**src/rtl/pc_redirect_ctrl.sv**
```systemverilog
// Next-PC select with prioritised redirects held across fetch stalls.
// Optional misaligned-fetch report enabled by PC_ALIGN_CHECK_EN.
module pc_redirect_ctrl (
  input  logic        clk,
  input  logic        rst,
  input  logic [31:0] pc_i,
  input  logic        if_ready,
  input  logic        exc_valid,
  input  logic [31:0] exc_target,
  input  logic        eret_valid,
  input  logic [31:0] epc,
  input  logic        br_valid,
  input  logic [31:0] br_target,
  input  logic        jmp_valid,
  input  logic [31:0] jmp_target,
  output logic [31:0] npc_o,
  output logic        pc_wr_o,
  output logic        redirect_o,
  output logic        pend_o,
  output logic        adel_o,
  output logic [31:0] badvaddr_o
);

  typedef enum logic {
    RUN  = 1'b0,
    HOLD = 1'b1
  } state_t;

  state_t      state;
  state_t      state_nxt;
  logic [31:0] pend_tgt;
  logic [1:0]  pend_pri;
  logic        any_req;
  logic [1:0]  win_pri;
  logic [31:0] win_tgt;
  logic        take;
  logic        cap;
  logic [31:0] seq_pc;

  assign seq_pc = pc_i + 32'd4;

  always_comb begin
    any_req = 1'b1;
    win_pri = 2'd0;
    win_tgt = 32'd0;
    priority case (1'b1)
      exc_valid: begin
        win_pri = 2'd3;
        win_tgt = exc_target;
      end
      eret_valid: begin
        win_pri = 2'd2;
        win_tgt = epc;
      end
      br_valid: begin
        win_pri = 2'd1;
        win_tgt = br_target;
      end
      jmp_valid: begin
        win_pri = 2'd0;
        win_tgt = jmp_target;
      end
      default: any_req = 1'b0;
    endcase
  end

  // In HOLD a newcomer only wins if it ranks at least as high as the pending one
  assign take = any_req &&
                ((state == RUN) || (win_pri >= pend_pri));
  assign cap  = !rst && take && !if_ready;

  always_ff @(posedge clk) begin
    if (rst) begin
      state <= RUN;
    end else begin
      state <= state_nxt;
    end
  end

  always_ff @(posedge clk) begin
    if (rst) begin
      pend_tgt <= 32'd0;
      pend_pri <= 2'd0;
    end else if (cap) begin
      pend_tgt <= win_tgt;
      pend_pri <= win_pri;
    end
  end

  always_comb begin
    state_nxt = state;
    unique case (state)
      RUN:  if (any_req && !if_ready) state_nxt = HOLD;
      HOLD: if (if_ready) state_nxt = RUN;
      default: state_nxt = RUN;
    endcase
  end

  always_comb begin
    npc_o      = seq_pc;
    pc_wr_o    = 1'b0;
    redirect_o = 1'b0;
    if (!rst) begin
      pc_wr_o    = if_ready;
      redirect_o = take;
      if (if_ready) begin
        if (take) begin
          npc_o = win_tgt;
        end else if (state == HOLD) begin
          npc_o = pend_tgt;
        end
      end
    end
  end

  assign pend_o = (state == HOLD) && !rst;

`ifdef PC_ALIGN_CHECK_EN
  assign adel_o     = pc_wr_o && (npc_o[1:0] != 2'b00);
  assign badvaddr_o = adel_o ? npc_o : 32'd0;
`else
  assign adel_o     = 1'b0;
  assign badvaddr_o = 32'd0;
`endif

endmodule

```
**config.mk**
```make
export PLATFORM = sky130hd
export DESIGN_NAME = pc_redirect_ctrl
export DESIGN_NICKNAME = d
export VERILOG_FILES = /design/src/rtl/pc_redirect_ctrl.sv
export SDC_FILE = /design/constraint.sdc
export NUM_CORES = 1
export LEC_CHECK = 0
export BUFFER_PORTS_ARGS = -buffer_cell sky130_fd_sc_hd__buf_4
export CORE_AREA = 2 2 92 94
export CTS_CLUSTER_SIZE = 30
export DETAILED_ROUTE_END_ITERATION = 16
export DIE_AREA = 0 0 94 96
export PLACE_DENSITY = 0.82
export RECOVER_POWER = 25
export SETUP_SLACK_MARGIN = 0.15
export SLEW_MARGIN = 25
export SYNTH_ARGS = -nofsm -noshare
export SYNTH_HDL_FRONTEND = slang
export SYNTH_SLANG_ARGS = --single-unit
```
**constraint.sdc**
```tcl
create_clock -name clk -period 8.4 [get_ports clk]
set_input_delay 1.26 -clock clk [delete_from_list [all_inputs] [get_ports clk]]
set_output_delay 1.26 -clock clk [all_outputs]
set_load 0.005 [all_outputs]
```
# Word-level counts from Yosys, hierarchy flattened
# Cells that the tools add are included.
# Widths: inputs -> output; s select.
[word_totals]
word_cells = 34
out_inout_bits = 68
register_bits = 35
input_bits = 167
[classes]
n_lt_le_gt_ge = 1
bitwise_logic = 1
reduce_logical = 8
n_addsub = 1
muxes = 20
[op_table]
columns = ["operator", "count"]
rows = [
  ["$mux 32", 8],
  ["$add 32x3->32 const B", 1],
  ["$mux 1", 9],
  ["$logic_and 1x1->1", 5],
  ["$mux 2", 2],
  ["$ge 2x2->1", 1],
  ["$logic_not 1->1", 2],
  ["$pmux 1 s2", 1],
  ["$logic_or 1x1->1", 1],
  ["$not 1->1", 1],
]

# Longest topological paths before layout
[depth]
depth_word = 9
depth_mapped = 13
ltp_nobuf = 8

# Worst setup path before layout
# No wires, ideal clock.
[synth_timing]
path_type = "input -> output"
from = "in br_valid"
to = "out npc_o[19]"
n_path_buf = 4
setup_slack_ps = 3451
path_stages = 12
arrival_ps = 3689
cell_sequence = "buf_2 nor2b_1 buf_2 buf_1 nor2_1 ha_1 nand2b_1 a211oi_2 nor3_1 clkbuf_1 a22oi_1 o21ai_0"
[synth_between]
elab_chain_len = 9
word_cells_on_any_way = 15
classes_between = "order compare (1); mux (12); reduce/logical (2)"
[synth_lines]
columns = ["element", "line", "text"]
rows = [
  ["start, declared", "12", "input logic br_valid,"],
  ["$mux 1", "46", "priority case (1'b1)"],
  ["$mux 2 (2 in a row)", "46", ""],
  ["$ge 2x2->1", "69", "((state == RUN) || (win_pri >= pend_pri));"],
  ["$logic_or 1x1->1", "69", ""],
  ["$logic_and 1x1->1", "68", "assign take = any_req &&"],
  ["$mux 32 *", "107", "if (take) begin"],
  ["$mux 32 *", "106", "if (if_ready) begin"],
  ["$mux 32 *", "103", "if (!rst) begin"],
  ["end, declared", "16", "output logic [31:0] npc_o,"],
]
# Every way passes the cells marked *; elsewhere a longest branch is shown, timed or not.

# Worst setup path after layout
[layout_timing]
from = "in eret_valid"
to = "out npc_o[23]"
[layout_between]
elab_chain_len = 8
word_cells_on_any_way = 12
classes_between = "order compare (1); mux (9); reduce/logical (2)"
[layout_lines]
columns = ["element", "line", "text"]
rows = [
  ["start, declared", "10", "input logic eret_valid,"],
  ["$mux 2 (2 in a row)", "46", ""],
  ["$ge 2x2->1", "69", ""],
  ["$logic_or 1x1->1", "69", ""],
  ["$logic_and 1x1->1", "68", ""],
  ["$mux 32 *", "107", ""],
  ["$mux 32 *", "106", ""],
  ["$mux 32 *", "103", ""],
]
# Marked as above.

==> results by group <==
Status
  – Result of the run: finished with violations
  – Failing checks: capacitance limit, slew limit

Route
  – Detailed Route Iter0 Violations: 290
  – Drt wl/cell: 16.78 µm
  – # DRC: 0
  – Final WL: 12.45 mm
  – Routed vias/inst: 5.651
  – Routed Antenna Nets: 0
  – Vias: 4193
  – Pre-antenna DRT Iters: 5

Hold path
  – Hold depth: 2
  – Min-delay src: pend_tgt[28]
  – Hold Path End: pend_tgt[28]
  – Hold crit path type: reg2reg

Critical path
  – Most frequent cell on the critical path: buf_4
  – CP Launch Type: input port
  – Reg-to-reg endpoint: pend_tgt[18]
  – CP max-delay cell: nor2b_1
  – Critical Path RT: 7.14 ns
  – CP arrival: 5.25 ns
  – R2R Setup Slk: 4.53 ns
  – CP endpoint kind: primary output
  – R2R cell count: 6
  – CP Class: in2out
  – FF-to-FF Start: pend_pri[0]
  – Crit-path max FO: 32
  – CP Cell Sequence: buf_4 > nor2b_1 > nor2_1 > ha_1 > nand2b_1 > a211oi_2 > o21a_1 > a22oi_1 > o21ai_0 > buf_4
  – CP peak stage delay: 1.43 ns

Logic synthesis
  – Unique masters post-synth: 49
  – Post-Synthesis Cells: 461
  – Synth warnings: 0
  – Post-synth EDFFs: 0
  – Synth Area per Inst: 7.401 µm²
  – Seq/Total Area, Yosys: 20.54%
  – Synthesized area: 3412 µm²
  – Share of synthesized registers carrying an async set or reset: 0%
  – Register bit total from synthesis: 35
  – Ys flop type: dfxtp_1

Layout
  – Layout cells sized above 1: 34.69%
  – Layout Utilization: 60.42%
  – Antenna Diode Count: 0
  – Final nets: 806
  – Number of fill cells: 755
  – Area growth syn-to-layout: 42.57%

STA
  – F_max: 153.6 MHz
  – Fin crit period: 6.510 ns
  – # setup viols final: 0
  – Final worst slack: 1.890 ns
  – Worst-Margin Slew: 2.574 ns
  – Fin Clk Skew: 0.005780 ns
  – Final hold slack: 0.4810 ns
  – RSZ-0062 raised after global routing: no
  – Final slew viol count: 91
  – Final Cycle Share: 77.50%
  – Slew margin rel.: -73.19%
  – Hold Fails Final Rpt: 0
  – Setup TNS: 0 ns

Clock network
  – Sink Count: 35
  – Clk root buf: clkbuf_8
  – Cts repair resizes: 0
  – Number of H-tree levels: 2
  – CTS tree: yes
  – Post-CTS setup buffers: 0
  – Cts hold-fix bufs: 0
  – CTS max path bufs: 2
  – Num CTS Buffers: 5
  – Worst skew pair latency: 0.28 ns
  – Clock Pin Slew Worst Setup and Hold Paths: 0.07 ns

GRT
  – First-pass GRT wire length: 18.96 mm
  – Met2 Usage GRT: 49.05%
  – Number of global-route vias before repair: 3896
  – Largest net degree at the start of global routing: 61
  – GRT Overall Usage: 26.72%
  – Grt met3 use: 4.385%
  – GR Util met1: 31.88%
  – Total global routing overflow: 0
  – Global route hottest layer: met2
  – Initial antenna violation count: 0

Pwr
  – Power per cell area: 105.7 nW/µm²
  – Leakage Power: 2.092 nW
  – Power, Total: 0.5140 mW
  – Worst IR Drop VDD: 0.06317 mV

Placement
  – HPWL after DPL: 9.949 mm
  – RePlAce Congestion: 0.8587
  – IO buf count: 201
  – Setup WS pre-CTS: 2.485 ns

Floorplan
  – Core box area: 8051 µm²
  – Die height: 96 µm
  – Initial Utilization: 42.38%
  – DIE WIDTH: 94 µm
  – Top-Level Pins: 235
  – FP Rows: 33
  – DIE AREA: 9024 µm²

Flow run
  – Maximum capacitance violations: 3
==> Yosys cell counts, types with 2 or more instances <==
| cell type | n | area [µm²] |
|---|---|---|
| a211oi_1 | 21 | 157.7 |
| or3_1 | 2 | 12.51 |
| nor2_1 | 55 | 206.5 |
| dfxtp_1 | 35 | 700.7 |
| buf_1 | 4 | 15.01 |
| buf_4 | 34 | 255.2 |
| nor2b_1 | 3 | 18.77 |
| and4_1 | 4 | 35.03 |
| mux2i_1 | 2 | 20.02 |
| nand3_1 | 5 | 25.02 |
| nor4_4 | 4 | 85.08 |
| o21ai_1 | 6 | 30.03 |
| xnor2_1 | 20 | 175.2 |
| nand2b_1 | 16 | 100.1 |
| ha_1 | 3 | 37.54 |
| xor2_1 | 4 | 35.03 |
| nor4_1 | 2 | 12.51 |
| nor3_1 | 12 | 60.06 |
| a221oi_1 | 27 | 236.5 |
| and2_1 | 4 | 25.02 |
| a21oi_1 | 13 | 65.06 |
| nand4_1 | 5 | 31.28 |
| o221ai_1 | 4 | 35.03 |
| clkbuf_1 | 23 | 86.33 |
| inv_1 | 10 | 37.54 |
| o22ai_1 | 8 | 50.05 |
| o21ai_0 | 32 | 160.2 |
| buf_2 | 8 | 40.04 |
| a22oi_1 | 52 | 390.4 |
| nand2_1 | 24 | 90.09 |
==> worst max-delay path: cells and delay by family <==
kind | cells | cell delay [ns]
and+or+nand+nor | 3 | 1.76
adders and majority gates | 1 | 0.35
buffers and inverters | 2 | 0.36
AOI/OAI and AO/OA | 4 | 1.51
==> stage by stage <==
| stage | instances | area, µm² |
|---|---|---|
| 5_1_grt | 742 | 4865 |
| 2_1_floorplan | 493 | 3532 |
| 3_3_place_gp | 734 | 4827 |
| 3_5_place_dp | 734 | 4827 |
| 6_report | 742 | 4865 |
| 4_1_cts | 742 | 4908 |
==> sequential cells by signal (all words and copies together), names as in the netlist <==
register	flops
state	1
pend_tgt	32
pend_pri	2
==> layout make-up <==
type	count	area (µm²)	area share [%]
clock inverter	1	5.005	0.1029
sequential	35	700.7	14.40
clock buffer	7	76.32	1.569
tap	105	131.4	2.701
timing repair buffer	206	1535	31.56
inverter	10	37.54	0.7716
multi-input combinational	378	2379	48.89
==> power breakdown <==
group | leakage [nW] | switching [mW] | internal [mW] | total [mW]
clock | 0.0422 | 0.0612 | 0.0583 | 0.119
combinational | 1.76 | 0.0983 | 0.109 | 0.208
sequential | 0.289 | 0.00728 | 0.180 | 0.187
==> cell usage in the layout, fill, tap and decap left out, types with 6 or more instances in the layout <==
| cell | count |
|---|---|
| nand2b_1 | 16 |
| buf_4 | 203 |
| nor3_1 | 11 |
| o22ai_1 | 8 |
| inv_1 | 10 |
| a211oi_1 | 21 |
| conb_1 | 33 |
| a221oi_1 | 27 |
| nor2_1 | 55 |
| a22oi_1 | 52 |
| o21ai_1 | 6 |
| nand2_1 | 24 |
| a21oi_1 | 13 |
| o21ai_0 | 32 |
| dfxtp_1 | 35 |
| xnor2_1 | 20 |
==> how the worst max path moves through the flow <==
| stage | from | to | slack, ns | cells after the start |
|---|---|---|---|---|
| 2_1_floorplan | br_valid | npc_o[19] | 3.45 | 12 |
| 3_3_place_gp | eret_valid | npc_o[31] | 2.63 | 10 |
| 3_5_place_dp | eret_valid | npc_o[23] | 2.48 | 10 |
| 4_1_cts | eret_valid | npc_o[23] | 2.48 | 10 |
| 5_1_grt | eret_valid | pend_tgt[12] | 1.31 | 10 |
| 6_report | eret_valid | npc_o[23] | 1.89 | 10 |
==> per-layer routing <==
| metal | part of all wire, % | vias to the layer above |
|---|---|---|
| met1 | 36 | 1924 |
| li1 | - | 2019 |
| met5 | 0 | - |
| met2 | 52 | 232 |
| met3 | 9.5 | 18 |
| met4 | 2.1 | 0 |
==> cell families (layout without fill, tap and decap cells) <==
group,after synthesis,in the layout,synth area share [%]
AO/OA/AOI/OAI,170,170,34.98
XOR/XNOR,24,24,6.161
adder cells (fa/ha/maj),3,3,1.100
buffers and inverters,80,224,13.05
flip-flops,35,35,20.54
multiplexers,3,3,0.9168
other,1,33,0.1099
AND/OR/NAND/NOR,145,145,23.14
No activity file was read; power rests on OpenSTA's default activity.
